### src/rtl/compare_pkg.sv
// Shared types and constants for the chunked sequential magnitude comparator.
package compare_pkg;

  typedef enum logic [1:0] {
    ST_IDLE = 2'd0,
    ST_RUN  = 2'd1,
    ST_DONE = 2'd2
  } state_e;

  // Result vector bit order is {less, equal, greater}.
  localparam logic [2:0] RES_NONE    = 3'b000;
  localparam logic [2:0] RES_LESS    = 3'b100;
  localparam logic [2:0] RES_EQUAL   = 3'b010;
  localparam logic [2:0] RES_GREATER = 3'b001;

endpackage

### src/rtl/compare_chunk.sv
// Combinational magnitude compare of one CHUNK-bit slice; exactly one output is high.
module compare_chunk #(
  parameter int CHUNK = 4
) (
  input  logic [CHUNK-1:0] a,
  input  logic [CHUNK-1:0] b,
  output logic             less,
  output logic             equal,
  output logic             greater
);

  // Three-way unsigned compare of the slice.
  always_comb begin
    less    = 1'b0;
    equal   = 1'b0;
    greater = 1'b0;
    if (a < b) begin
      less = 1'b1;
    end else if (a > b) begin
      greater = 1'b1;
    end else begin
      equal = 1'b1;
    end
  end

endmodule

### src/rtl/compare_seq.sv
// Sequential a-vs-b comparator walking CHUNK bits per cycle from the MS chunk down,
// stopping at the first unequal chunk. Define COMPARE_SIGNED_EN to add signed_mode.
module compare_seq
  import compare_pkg::*;
#(
  parameter int WIDTH = 16,
  parameter int CHUNK = 4
) (
  input  logic             clk,
  input  logic             rst_n,
  input  logic             start,
`ifdef COMPARE_SIGNED_EN
  input  logic             signed_mode,
`endif
  input  logic [WIDTH-1:0] a,
  input  logic [WIDTH-1:0] b,
  output logic             busy,
  output logic             done,
  output logic             less,
  output logic             equal,
  output logic             greater
);

  localparam int NCHUNK = (CHUNK > 0) ? WIDTH / CHUNK : 1;
  localparam int IDXW   = (NCHUNK > 1) ? $clog2(NCHUNK) : 1;
  localparam logic [IDXW-1:0] IDX_MS = IDXW'(NCHUNK - 1);

  generate
    if (CHUNK <= 0 || WIDTH <= 0 || (WIDTH % CHUNK) != 0) begin : g_bad_cfg
      $error("compare_seq: WIDTH must be a positive multiple of CHUNK");
    end
  endgenerate

  state_e            state_q, state_d;
  logic [WIDTH-1:0]  a_q, a_d, b_q, b_d;
  logic [IDXW-1:0]   idx_q, idx_d;
  logic [2:0]        res_q, res_d;
  logic [WIDTH-1:0]  msb_flip_s;
  logic [CHUNK-1:0]  a_chunk_s, b_chunk_s;
  logic              c_less_s, c_equal_s, c_greater_s;

  // Signed compare becomes unsigned once both sign bits are inverted at capture.
  always_comb begin
    msb_flip_s = '0;
`ifdef COMPARE_SIGNED_EN
    msb_flip_s[WIDTH-1] = signed_mode;
`else
    msb_flip_s[WIDTH-1] = 1'b0;
`endif
  end

  assign a_chunk_s = a_q[int'(idx_q) * CHUNK +: CHUNK];
  assign b_chunk_s = b_q[int'(idx_q) * CHUNK +: CHUNK];

  compare_chunk #(.CHUNK(CHUNK)) u_chunk (
    .a       (a_chunk_s),
    .b       (b_chunk_s),
    .less    (c_less_s),
    .equal   (c_equal_s),
    .greater (c_greater_s)
  );

  // FSM state register.
  always_ff @(posedge clk or negedge rst_n) begin
    if (!rst_n) begin
      state_q <= ST_IDLE;
    end else begin
      state_q <= state_d;
    end
  end

  // FSM next-state logic.
  always_comb begin
    state_d = state_q;
    case (state_q)
      ST_IDLE: begin
        if (start) state_d = ST_RUN;
        else       state_d = ST_IDLE;
      end
      ST_RUN: begin
        if (!c_equal_s || idx_q == '0) state_d = ST_DONE;
        else                           state_d = ST_RUN;
      end
      ST_DONE: state_d = ST_IDLE;
      default: state_d = ST_IDLE;
    endcase
  end

  // FSM outputs decoded from the state register.
  always_comb begin
    busy = 1'b0;
    done = 1'b0;
    case (state_q)
      ST_IDLE: begin busy = 1'b0; done = 1'b0; end
      ST_RUN:  begin busy = 1'b1; done = 1'b0; end
      ST_DONE: begin busy = 1'b1; done = 1'b1; end
      default: begin busy = 1'b0; done = 1'b0; end
    endcase
  end

  // Datapath next values: operand capture, index walk, result latch on completion.
  always_comb begin
    a_d   = a_q;
    b_d   = b_q;
    idx_d = idx_q;
    res_d = res_q;
    if (state_q == ST_IDLE && start) begin
      a_d   = a ^ msb_flip_s;
      b_d   = b ^ msb_flip_s;
      idx_d = IDX_MS;
    end else if (state_q == ST_RUN) begin
      if (c_less_s) begin
        res_d = RES_LESS;
      end else if (c_greater_s) begin
        res_d = RES_GREATER;
      end else if (idx_q == '0) begin
        res_d = RES_EQUAL;
      end else begin
        idx_d = idx_q - {{(IDXW-1){1'b0}}, 1'b1};
      end
    end else begin
      res_d = res_q;
    end
  end

  // Datapath registers.
  always_ff @(posedge clk or negedge rst_n) begin
    if (!rst_n) begin
      a_q   <= '0;
      b_q   <= '0;
      idx_q <= '0;
      res_q <= RES_NONE;
    end else begin
      a_q   <= a_d;
      b_q   <= b_d;
      idx_q <= idx_d;
      res_q <= res_d;
    end
  end

  assign less    = res_q[2];
  assign equal   = res_q[1];
  assign greater = res_q[0];

endmodule
### config.mk
export PLATFORM = sky130hd
export DESIGN_NAME = compare_seq
export DESIGN_NICKNAME = d
export VERILOG_FILES = /design/src/rtl/compare_pkg.sv /design/src/rtl/compare_chunk.sv /design/src/rtl/compare_seq.sv
export SDC_FILE = /design/constraint.sdc
export NUM_CORES = 1
export LEC_CHECK = 0
export CAP_MARGIN = 20
export CELL_PAD_IN_SITES_DETAIL_PLACEMENT = 1
export CELL_PAD_IN_SITES_GLOBAL_PLACEMENT = 2
export CORE_UTILIZATION = 31
export CTS_CLUSTER_SIZE = 16
export DETAILED_ROUTE_END_ITERATION = 7
export GPL_TIMING_DRIVEN = 0
export PLACE_DENSITY_LB_ADDON = 0.1
export SETUP_SLACK_MARGIN = 0.5
export SLEW_MARGIN = 10
export SYNTH_ARGS = -nofsm -noshare
export SYNTH_HDL_FRONTEND = slang
export SYNTH_SLANG_ARGS = --single-unit
### constraint.sdc
create_clock -name clk -period 2.1 [get_ports clk]
set_input_delay 0.42 -clock clk [delete_from_list [all_inputs] [get_ports clk]]
set_output_delay 0.42 -clock clk [all_outputs]
set_load 0.02 [all_outputs]
==> results of run 1 <==
what timing repair did:
item | in CTS | in global routing
gates cloned | 0 | 0
resized for setup | 27 | 9
pin swaps | 4 | 8
setup buffers | 4 | 1
setup endpoints to repair | 29 | 35
layout make-up:
class | instances | share of cell area (%)
Sequential cell | 39 | 36.8
Buffer | 6 | 2.54
Timing Repair Buffer | 45 | 17.0
Tap cell | 75 | 3.53
Clock buffer | 5 | 2.59
Multi-Input combinational cell | 76 | 34.9
Clock inverter | 2 | 1.41
Inverter | 9 | 1.27
worst paths after layout:
kind / from / end / cells past startpoint
setup / recovery: idx_q[0] / idx_q[0] / 7
hold / removal: rst_n / a_q[2] / 1
setup reg to reg: idx_q[0] / idx_q[0] / 7
hold reg to reg: res_q[2] / res_q[2] / 2
max in group asynchronous: rst_n / b_q[12] / 2
min in group clk: res_q[2] / res_q[2] / 2
cells by family after synthesis:
kind of cell	count (synthesis)
muxes	40
DFF	39
buffers and inverters	15
and+or+nand+nor	15
AOI/OAI and AO/OA	12
adders and majority gates	8
xor gates and xnor gates	1
per-stage QoR:
stage	worst slack, ns	TNS [ns]	hold WS, ns	utilization [%]
after floorplan	0.0770	0	0.124	-
after global placement	-0.295	-12.89	0.483	41.1
after detailed placement	-0.327	-1.58	0.404	41.5
after CTS	-0.133	-0.484	0.0785	44.5
after global routing	-0.170	-0.825	0.108	45.1
final	-0.0763	-0.216	0.0717	45.1
cell usage in the layout, fill, tap and decap left out, types with 4 or more instances in the layout:
cell,netlist,final
mux2_2,32,32
buf_4,1,4
clkdlybuf4s50_1,0,33
mux4_2,8,8
inv_2,0,5
nand2_1,7,5
inv_1,9,4
clkbuf_8,0,5
dfrtp_1,39,39
ha_4,0,5
flip-flops by register name (all words and copies together), names as in the netlist:
name / count
res_q: 3
idx_q: 2
a_q: 16
state_q: 2
b_q: 16
worst max-delay path, cell delays in order, from the launching register on:
cell      delay (ns)
dfrtp_1         0.37
buf_12          0.14
mux4_2          0.55
ha_4            0.32
nand2b_4        0.07
a311oi_4        0.39
xnor2_1         0.16
nand2_1         0.06
report_power, final:
part	internal (W)	switching [W]
sequential	0.00111	0.000174
clock	0.000347	0.000262
combinational	0.00126	0.00100
total	0.00272	0.00144
layer usage:
layer	global-route usage [%]	wire length, um	part of all wire (%)	up-vias
li1	-	-	-	570
met1	18.4	1770	42	628
met2	27.3	2230	53	28
met3	2.97	155	3.7	7
met4	6.43	71	1.7	0
met5	0	0	0	-
==> flow_summary.json, run 1 <==
{
  "status": "complete, but fails checks",
  "failing_checks": "setup timing",
  "grt_usage_pct": 15.5,
  "number_of_global_route_vias_before_repair": 1419,
  "grt_antenna_before_repair": 0,
  "cts_max_path_buffers": 2,
  "antenna_violating_nets_post_route": 0,
  "wl_per_cell_um": 16.4,
  "worst-endpoint-required_ns": 2.28,
  "period_minus_slack_ns": 2.18,
  "setup_repair_after_global_routing_missed_its_margin": "true",
  "proportion_of_synthesized_flip_flops_having_asynchronous_set_or_reset_pct": 100,
  "ys_top_cells_by_area": "dfrtp_1 (52%), mux2_2 (19%), mux4_2 (9.6%)",
  "cts_tree": "done",
  "post_synth_most_frequent_cells": "dfrtp_1 (39), mux2_2 (32), inv_1 (9)",
  "post_layout_inst_area_um2": 2660,
  "post-synth-top-area-fraction_pct": 51.9,
  "worst_setup_hold_path_clk_slew_ns": 0.08,
  "floorplan.die_area_um2": 6380,
  "avgViaCountPerCell": 4.80,
  "ff2ff_setup_slack_ns": -0.08,
  "leakage_nw": 1.11,
  "die_h_um": 79.9,
  "drv_cap": 0,
  "placed_cell_area_um2": 2440,
  "route.vias.total": 1233,
  "worstPathArrival_ns": 2.36,
  "tritoncts.num_buffers": 5,
  "post_synth_instance_area_um2": 1880,
  "drt_drc_violations_left": 0,
  "timing.final.ws_setup_ns": -0.0763,
  "ctsHoldBuffers": 0,
  "die_w_um": 79.9,
  "yosys.cell_count.top_type": "dfrtp_1",
  "numClockSinks": 39,
  "synthesis.area_per_instance_um2": 14.5,
  "synth_adder_area_share_pct": 5.32,
  "synth_compound_area_share_pct": 5.59,
  "layout-drive-gt1-share_pct": 43.4,
  "relSlewSlack_pct": 68.7,
  "h-tree-depth": 2,
  "syn_to_final_growth_pct": 41.2,
  "achievable-frequency_mhz": 459,
  "layout_worst_path_cycle_share_pct": 104,
  "worstSetupPathType": "flop to flop",
  "layout.nets": 225,
  "timing.critical_path.to_type": "flop",
  "finalPower_w": 0.00416,
  "max_slew_violation_count": 0,
  "dp_hpwl_mm": 3.08,
  "report.final.setup_viol": 5,
  "synth.area.mux_share_pct": 28.7,
  "synthDistinctLibCells": 25,
  "drt_iter0_markers": 40,
  "worst_margin_slew_ns": 0.470,
  "worstSkewPairLatency_ns": 0.29,
  "io_buffers": 39,
  "grt_max_degree": 23,
  "numPlacedInstances": 245,
  "ys_dominant_reg_cell": "dfrtp_1",
  "antenna-diode-count": 0,
  "grt_pass1_wl_mm": 7.19,
  "row_count": 28,
  "hold_viol_final": 0,
  "cp_max_fo": 6,
  "floorplan.initialDensity_pct": 32.0,
  "post_synth_xor_area_fraction_pct": 0.466,
  "worst_clock_skew_ns": 0.00658,
  "worstSetupStartpointType": "flop",
  "synth_sequential_area_ratio_pct": 51.9,
  "main_combinational_cell_family_by_area_after_synthesis": "multiplexers",
  "yosysWarningCount": 0,
  "core_area_um2": 5890,
  "area.sequential_um2": 976,
  "final-instance-count-excl-fill": 257,
  "synth_area_leader_cell": "dfrtp_1",
  "synth-edff-count": 0,
  "worst_ir_drop_vdd_mv": 0.508,
  "synth_simple_gate_area_share_pct": 4.52,
  "detail_route.first_pass.iterations": 4,
  "holdCritPathClass": "input pin to asynchronous set/reset pin",
  "io-pin-count": 40,
  "clock-root-buffer": "clkbuf_8",
  "grt-ovfl-total": 0,
  "flops_latches_synth": 39,
  "gp_congestion": 0.763,
  "wirelength_mm": 4.23,
  "num-fill-cells": 610,
  "multi_input_logic_area_um2": 927,
  "syn-num-nets": 173,
  "synthCells": 130,
  "power_density_nw_per_um2": 1570
}
(Power assumes the default switching activity.)
==> run 2, diff against run 1 <==
- SYNTH_HIERARCHICAL: default -> 1
==> run 2 against run 1 <==
The run still ends with setup timing left. Wire length grew 1.3%. Die area up 2.0%. Clock-buffer cell count grew 1. Global-route usage down 0.61 points. Sequential power hardly changed. Setup slack worse by 0.44 ns. Largest cell class unchanged. Largest power group unchanged.
==> flow_summary.json, run 2 <==
{
  "worst_margin_slew_ns": 0.257,
  "layout.cells.most_common": "dfrtp_1",
  "grt_max_degree": 38,
  "antenna-diode-count": 0,
  "drv_cap": 0,
  "antenna_violating_nets_post_route": 0,
  "avgViaCountPerCell": 4.84,
  "achievable-frequency_mhz": 382,
  "grt_usage_pct": 14.9,
  "synth_sequential_area_ratio_pct": 50.8,
  "proportion_of_synthesized_flip_flops_having_asynchronous_set_or_reset_pct": 100,
  "dp_hpwl_mm": 3.07,
  "clock-root-buffer": "clkbuf_8",
  "synthDistinctLibCells": 28,
  "io_buffers": 39,
  "numClockSinks": 39,
  "synth_simple_gate_area_share_pct": 4.04,
  "synth_compound_area_share_pct": 4.95,
  "ys_dominant_reg_cell": "dfrtp_1",
  "yosys.cell_count.top_type": "dfrtp_1",
  "synth_adder_area_share_pct": 5.87,
  "grt_pass1_wl_mm": 6.99,
  "post-synth-top-area-fraction_pct": 50.8,
  "report.final.setup_viol": 7,
  "floorplan.die_area_um2": 6510,
  "ys_top_cells_by_area": "dfrtp_1 (51%), mux2_1 (15%), mux4_2 (9.4%)",
  "syn_to_final_growth_pct": 38.1,
  "worst_clock_skew_ns": 0.00426,
  "synthesis.area_per_instance_um2": 14.4,
  "wl_per_cell_um": 16.6,
  "multi_input_logic_area_um2": 927,
  "preCtsSetupSlack_ns": -0.552,
  "layout-drive-gt1-share_pct": 26.8,
  "row_count": 28,
  "gp_congestion": 0.761,
  "top_regs": "a_q: 16 flops, b_q: 16 flops, res_q: 3 flops",
  "die_w_um": 80.7,
  "die_h_um": 80.7,
  "layout.nets": 226,
  "comb_power_share_pct": 50.9,
  "worstSetupStartpointType": "flop",
  "max_slew_violation_count": 0,
  "synth-edff-count": 0,
  "tritoncts.num_buffers": 5,
  "drt_iter0_markers": 9,
  "relSlewSlack_pct": 82.8,
  "period_minus_slack_ns": 2.62,
  "main_combinational_cell_family_by_area_after_synthesis": "multiplexers",
  "power_density_nw_per_um2": 1490,
  "status": "complete, but fails checks",
  "synth.area.mux_share_pct": 28.2,
  "synth_area_leader_cell": "dfrtp_1",
  "cts_tree": "done",
  "worst_ir_drop_vdd_mv": 0.545,
  "route.vias.total": 1248,
  "post_synth_most_frequent_cells": "dfrtp_1 (39), mux2_1 (26), inv_1 (10)",
  "post_synth_instance_area_um2": 1920,
  "floorplan.initialDensity_pct": 32.2,
  "finalPower_w": 0.00396,
  "h-tree-depth": 2,
  "worstSkewPairLatency_ns": 0.29,
  "timing.final.ws_setup_ns": -0.518,
  "yosysWarningCount": 6,
  "num-fill-cells": 625,
  "grt_antenna_before_repair": 0,
  "layout_worst_path_cycle_share_pct": 125,
  "io-pin-count": 40,
  "internal-power_w": 0.00260,
  "detail_route.first_pass.iterations": 4,
  "ff2ff_setup_slack_ns": -0.52,
  "leakage_nw": 1.14,
  "syn-num-nets": 177,
  "holdCritPathClass": "input pin to asynchronous set/reset pin",
  "layout.cells.most_common_list": "dfrtp_1 (39), clkdlybuf4s50_1 (33), mux2_1 (26)",
  "timing.critical_path.to_type": "flop",
  "synthCells": 133,
  "post_synth_xor_area_fraction_pct": 0.847,
  "worstPathArrival_ns": 2.80,
  "area.sequential_um2": 976,
  "worstSetupPathType": "flop to flop",
  "number_of_global_route_vias_before_repair": 1383,
  "power.share.switching_pct": 34.5,
  "setup_repair_after_global_routing_missed_its_margin": "true",
  "core_area_um2": 5960,
  "wirelength_mm": 4.28,
  "power.switching_w": 0.00137,
  "fin_util_pct": 44.5,
  "hold_viol_final": 0,
  "worst-endpoint-required_ns": 2.28,
  "grt-ovfl-total": 0,
  "worst_setup_hold_path_clk_slew_ns": 0.07,
  "flops_latches_synth": 39,
  "power.share.sequential_pct": 32.7,
  "clock_power_share_pct": 16.4,
  "cts_max_path_buffers": 2,
  "drt_drc_violations_left": 0,
  "cp_max_fo": 9,
  "failing_checks": "setup timing"
}
## run 2: timing repair
action	CTS	global route
hold buffers	1	0
endpoints found under the setup margin	25	28
buffers inserted	1	0
endpoints found under the hold margin	2	0
resized for setup	16	11
## run 2: kinds of logic after synthesis
| logic type | Yosys count |
|---|---|
| adders and majority gates | 9 |
| and+or+nand+nor | 15 |
| muxes | 40 |
| AOI/OAI and AO/OA | 13 |
| buffers and inverters | 16 |
| DFF | 39 |
| xor gates and xnor gates | 1 |
## run 2: layout make-up
| cell class | instances | share of cell area, % |
|---|---|---|
| clock buffer | 6 | 3.11 |
| clock inverter | 2 | 1.32 |
| tap | 75 | 3.54 |
| inverter | 10 | 1.42 |
| multi-input combinational | 78 | 35.0 |
| buffer | 6 | 3.16 |
| timing repair buffer | 42 | 15.7 |
| sequential | 39 | 36.8 |
## run 2: routing by layer
| metal | vias up | track usage, % | share of wire [%] |
|---|---|---|---|
| met5 | - | 0 | 0 |
| met4 | 0 | 4.29 | 1.2 |
| met2 | 25 | 25.6 | 52 |
| met3 | 6 | 3.75 | 3.3 |
| li1 | 575 | - | - |
| met1 | 642 | 18.3 | 43 |
## run 2: final timing paths
check,startpoint,depth (start not counted),to
max in group asynchronous,rst_n,3,b_q[1]
worst max-delay path,idx_q[0],9,idx_q[0]
worst min-delay path,rst_n,2,b_q[3]
worst max register to register,idx_q[0],9,idx_q[0]
worst min register to register,a_q[10],1,a_q[10]
min in group clk,a_q[10],1,a_q[10]
## run 2: through the flow
| step | hold slack [ns] | std cells | TNS, ns | area, um^2 |
|---|---|---|---|---|
| 6_report | 0.469 | 258 | -1.63 | 2650 |
| 5_1_grt | 0.472 | 258 | -2.38 | 2650 |
| 4_1_cts | 0.457 | 258 | -1.73 | 2610 |
| 3_5_place_dp | 0.232 | 248 | -2.07 | 2450 |
| 3_3_place_gp | 0.468 | 247 | -13.21 | 2430 |
| 2_1_floorplan | 0.124 | 133 | -0.803 | 1950 |
## run 2: power groups by stage
stage	registers, W	logic (W)	clock network, W
2_1_floorplan	0.00127	0.00130	0
3_3_place_gp	0.00128	0.00169	0
3_5_place_dp	0.00132	0.00177	0
4_1_cts	0.00130	0.00187	0.000675
5_1_grt	0.00134	0.00220	0.000710
6_report	0.00130	0.00202	0.000649
## run 2: worst max-delay path, cell delays in order (launching register included)
cell and delay, ns:
dfrtp_1 0.38, buf_12 0.15, mux4_2 0.54, ha_4 0.32, nand2_4 0.06, a21o_1 0.18
and2_4 0.18, or4b_4 0.52, xnor2_2 0.13, nand2_1 0.06
==> run 3, diff against run 2 <==
- SKIP_LAST_GASP: default -> 1
==> run 3 against run 2 <==
Critical path type unchanged. Flip-flop and latch count stayed put. Register-to-register slack hardly changed. Critical endpoint unchanged. Highest routed layer unchanged. Combinational power is 7% lower. Non-clock buffer count stayed put. The flow still finishes with violations (setup timing). Total power is 3.6% lower. Sequential power hardly changed.
==> flow_summary.json, run 3 (same netlist as run 2, synthesis figures left out) <==
{
  "status": "complete, but fails checks",
  "holdCritPathClass": "input pin to asynchronous set/reset pin",
  "power.share.switching_pct": 34.1,
  "cp_max_fo": 9,
  "hold_viol_final": 0,
  "syn_to_final_growth_pct": 36.4,
  "numClockSinks": 39,
  "achievable-frequency_mhz": 383,
  "grt_pass1_wl_mm": 6.89,
  "timing.final.ws_setup_ns": -0.509,
  "ff2ff_setup_slack_ns": -0.51,
  "floorplan.die_area_um2": 6510,
  "num-fill-cells": 626,
  "top_regs": "a_q: 16 flops, b_q: 16 flops, res_q: 3 flops",
  "worst_clock_skew_ns": 0.00516,
  "cts_tree": "done",
  "placed_cell_area_um2": 2450,
  "worstRegToRegCells": 9,
  "worstSetupPathType": "flop to flop",
  "worst_margin_slew_ns": 0.257,
  "io-pin-count": 40,
  "drv_cap": 0,
  "period_minus_slack_ns": 2.61,
  "h-tree-depth": 2,
  "worst-endpoint-required_ns": 2.28,
  "worstSkewPairLatency_ns": 0.29,
  "die_h_um": 80.7,
  "detail_route.first_pass.iterations": 4,
  "layout_worst_path_cycle_share_pct": 124,
  "route.vias.total": 1235,
  "leakage_nw": 1.14,
  "grt_antenna_before_repair": 0,
  "timing.critical_path.to_type": "flop",
  "numPlacedInstances": 248,
  "number_of_global_route_vias_before_repair": 1371,
  "final-instance-count-excl-fill": 258,
  "drt_drc_violations_left": 0,
  "row_count": 28,
  "die_w_um": 80.7,
  "setup_repair_after_global_routing_missed_its_margin": "true",
  "relSlewSlack_pct": 82.8,
  "avgViaCountPerCell": 4.79,
  "clock_power_share_pct": 17.0,
  "finalPower_w": 0.00382,
  "worstSetupStartpointType": "flop",
  "layout-drive-gt1-share_pct": 25.1,
  "antenna-diode-count": 0,
  "capture_point_of_the_worst_reg_to_reg_path": "idx_q[0]",
  "comb_power_share_pct": 49.1,
  "drt_iter0_markers": 19,
  "power.share.sequential_pct": 33.9,
  "tritoncts.num_buffers": 5,
  "layout.cells.most_common": "dfrtp_1",
  "core_area_um2": 5960,
  "grt_max_degree": 38,
  "internal-power_w": 0.00252,
  "gp_congestion": 0.761,
  "grt-ovfl-total": 0,
  "layout.cells.most_common_list": "dfrtp_1 (39), clkdlybuf4s50_1 (33), mux2_1 (26)",
  "worst_ir_drop_vdd_mv": 0.537,
  "max_slew_violation_count": 0,
  "reg_to_reg_startpoint": "idx_q[0]",
  "post_layout_inst_area_um2": 2620,
  "power_density_nw_per_um2": 1460,
  "clock-root-buffer": "clkbuf_8",
  "failing_checks": "setup timing",
  "antenna_violating_nets_post_route": 0,
  "worst_setup_hold_path_clk_slew_ns": 0.07,
  "floorplan.initialDensity_pct": 32.2,
  "report.final.setup_viol": 7,
  "power.switching_w": 0.00130,
  "worstPathArrival_ns": 2.79,
  "layout.nets": 226,
  "wirelength_mm": 4.24,
  "wl_per_cell_um": 16.4,
  "dp_hpwl_mm": 3.07,
  "grt_usage_pct": 14.7,
  "cts_max_path_buffers": 2,
  "io_buffers": 39
}
-- run 3: cell count changes in the layout (fill, tap and decap cells not counted) --
| cell | before | now |
|---|---|---|
| ha_1 | 4 | 7 |
| nand2_4 | 1 | 0 |
| ha_2 | 1 | 0 |
| ha_4 | 4 | 2 |
| nand2_2 | 0 | 1 |
-- run 3: routing by layer --
layer | share of wire [%] | global-route usage, % | routed length, um
met3 | 3.2 | 3.75 | 137
met2 | 52 | 25.3 | 2210
met1 | 43 | 18.0 | 1840
met4 | 1.1 | 4.29 | 48
met5 | 0 | 0 | 0
-- run 3: worst max-delay path by stage --
stage                         from       end  slack (ns)
after global placement    idx_q[0]  idx_q[0]       -0.49
final                     idx_q[0]  idx_q[0]       -0.51
after detailed placement  idx_q[0]  idx_q[0]       -0.55
after CTS                 idx_q[0]  idx_q[0]       -0.54
after global routing      idx_q[0]  idx_q[0]       -0.60
after floorplan           idx_q[0]  idx_q[0]       -0.36
-- run 3: power groups by stage --
stage / logic (W) / registers (W) / clock network, W
floorplan: 0.00130 / 0.00127 / 0
global placement: 0.00169 / 0.00128 / 0
detailed placement: 0.00177 / 0.00132 / 0
CTS: 0.00180 / 0.00130 / 0.000675
global route: 0.00206 / 0.00134 / 0.000710
finish: 0.00188 / 0.00130 / 0.000648
-- run 3: what timing repair did --
action | in CTS | in global routing
endpoints found under the hold margin | 2 | 0
gates resized for setup | 13 | 10
pin swaps | 0 | 0
setup buffers | 1 | 0
setup endpoints to repair | 25 | 28
hold buffers | 1 | 0
-- run 3: area by class of cell --
| type | count | area (um^2) | share of cell area, % |
|---|---|---|---|
| clock buffer | 6 | 82.6 | 3.15 |
| inverter | 10 | 37.5 | 1.43 |
| tap | 75 | 93.8 | 3.58 |
| multi-input combinational | 78 | 895 | 34.2 |
| timing repair buffer | 42 | 415 | 15.9 |
| buffer | 6 | 83.8 | 3.20 |
| sequential | 39 | 976 | 37.3 |
| clock inverter | 2 | 35.0 | 1.34 |
-- run 3: stage by stage --
step                hold slack [ns]  TNS (ns)  worst slack, ns  util [%]
floorplan                     0.124    -0.803           -0.359         -
global placement              0.468    -13.21           -0.489      40.9
detailed placement            0.232     -2.07           -0.552      41.1
CTS                           0.457     -1.79           -0.544      43.4
global route                  0.472     -2.40           -0.597      44.0
finish                        0.472     -1.57           -0.509      44.0
-- run 3: worst max-delay path, stage by stage (launching register included) --
cell and delay (ns):
dfrtp_1 0.38, buf_12 0.16, mux4_2 0.54, ha_4 0.30, nand2_2 0.06, a21o_1 0.18
and2_4 0.18, or4b_4 0.52, xnor2_2 0.13, nand2_1 0.06
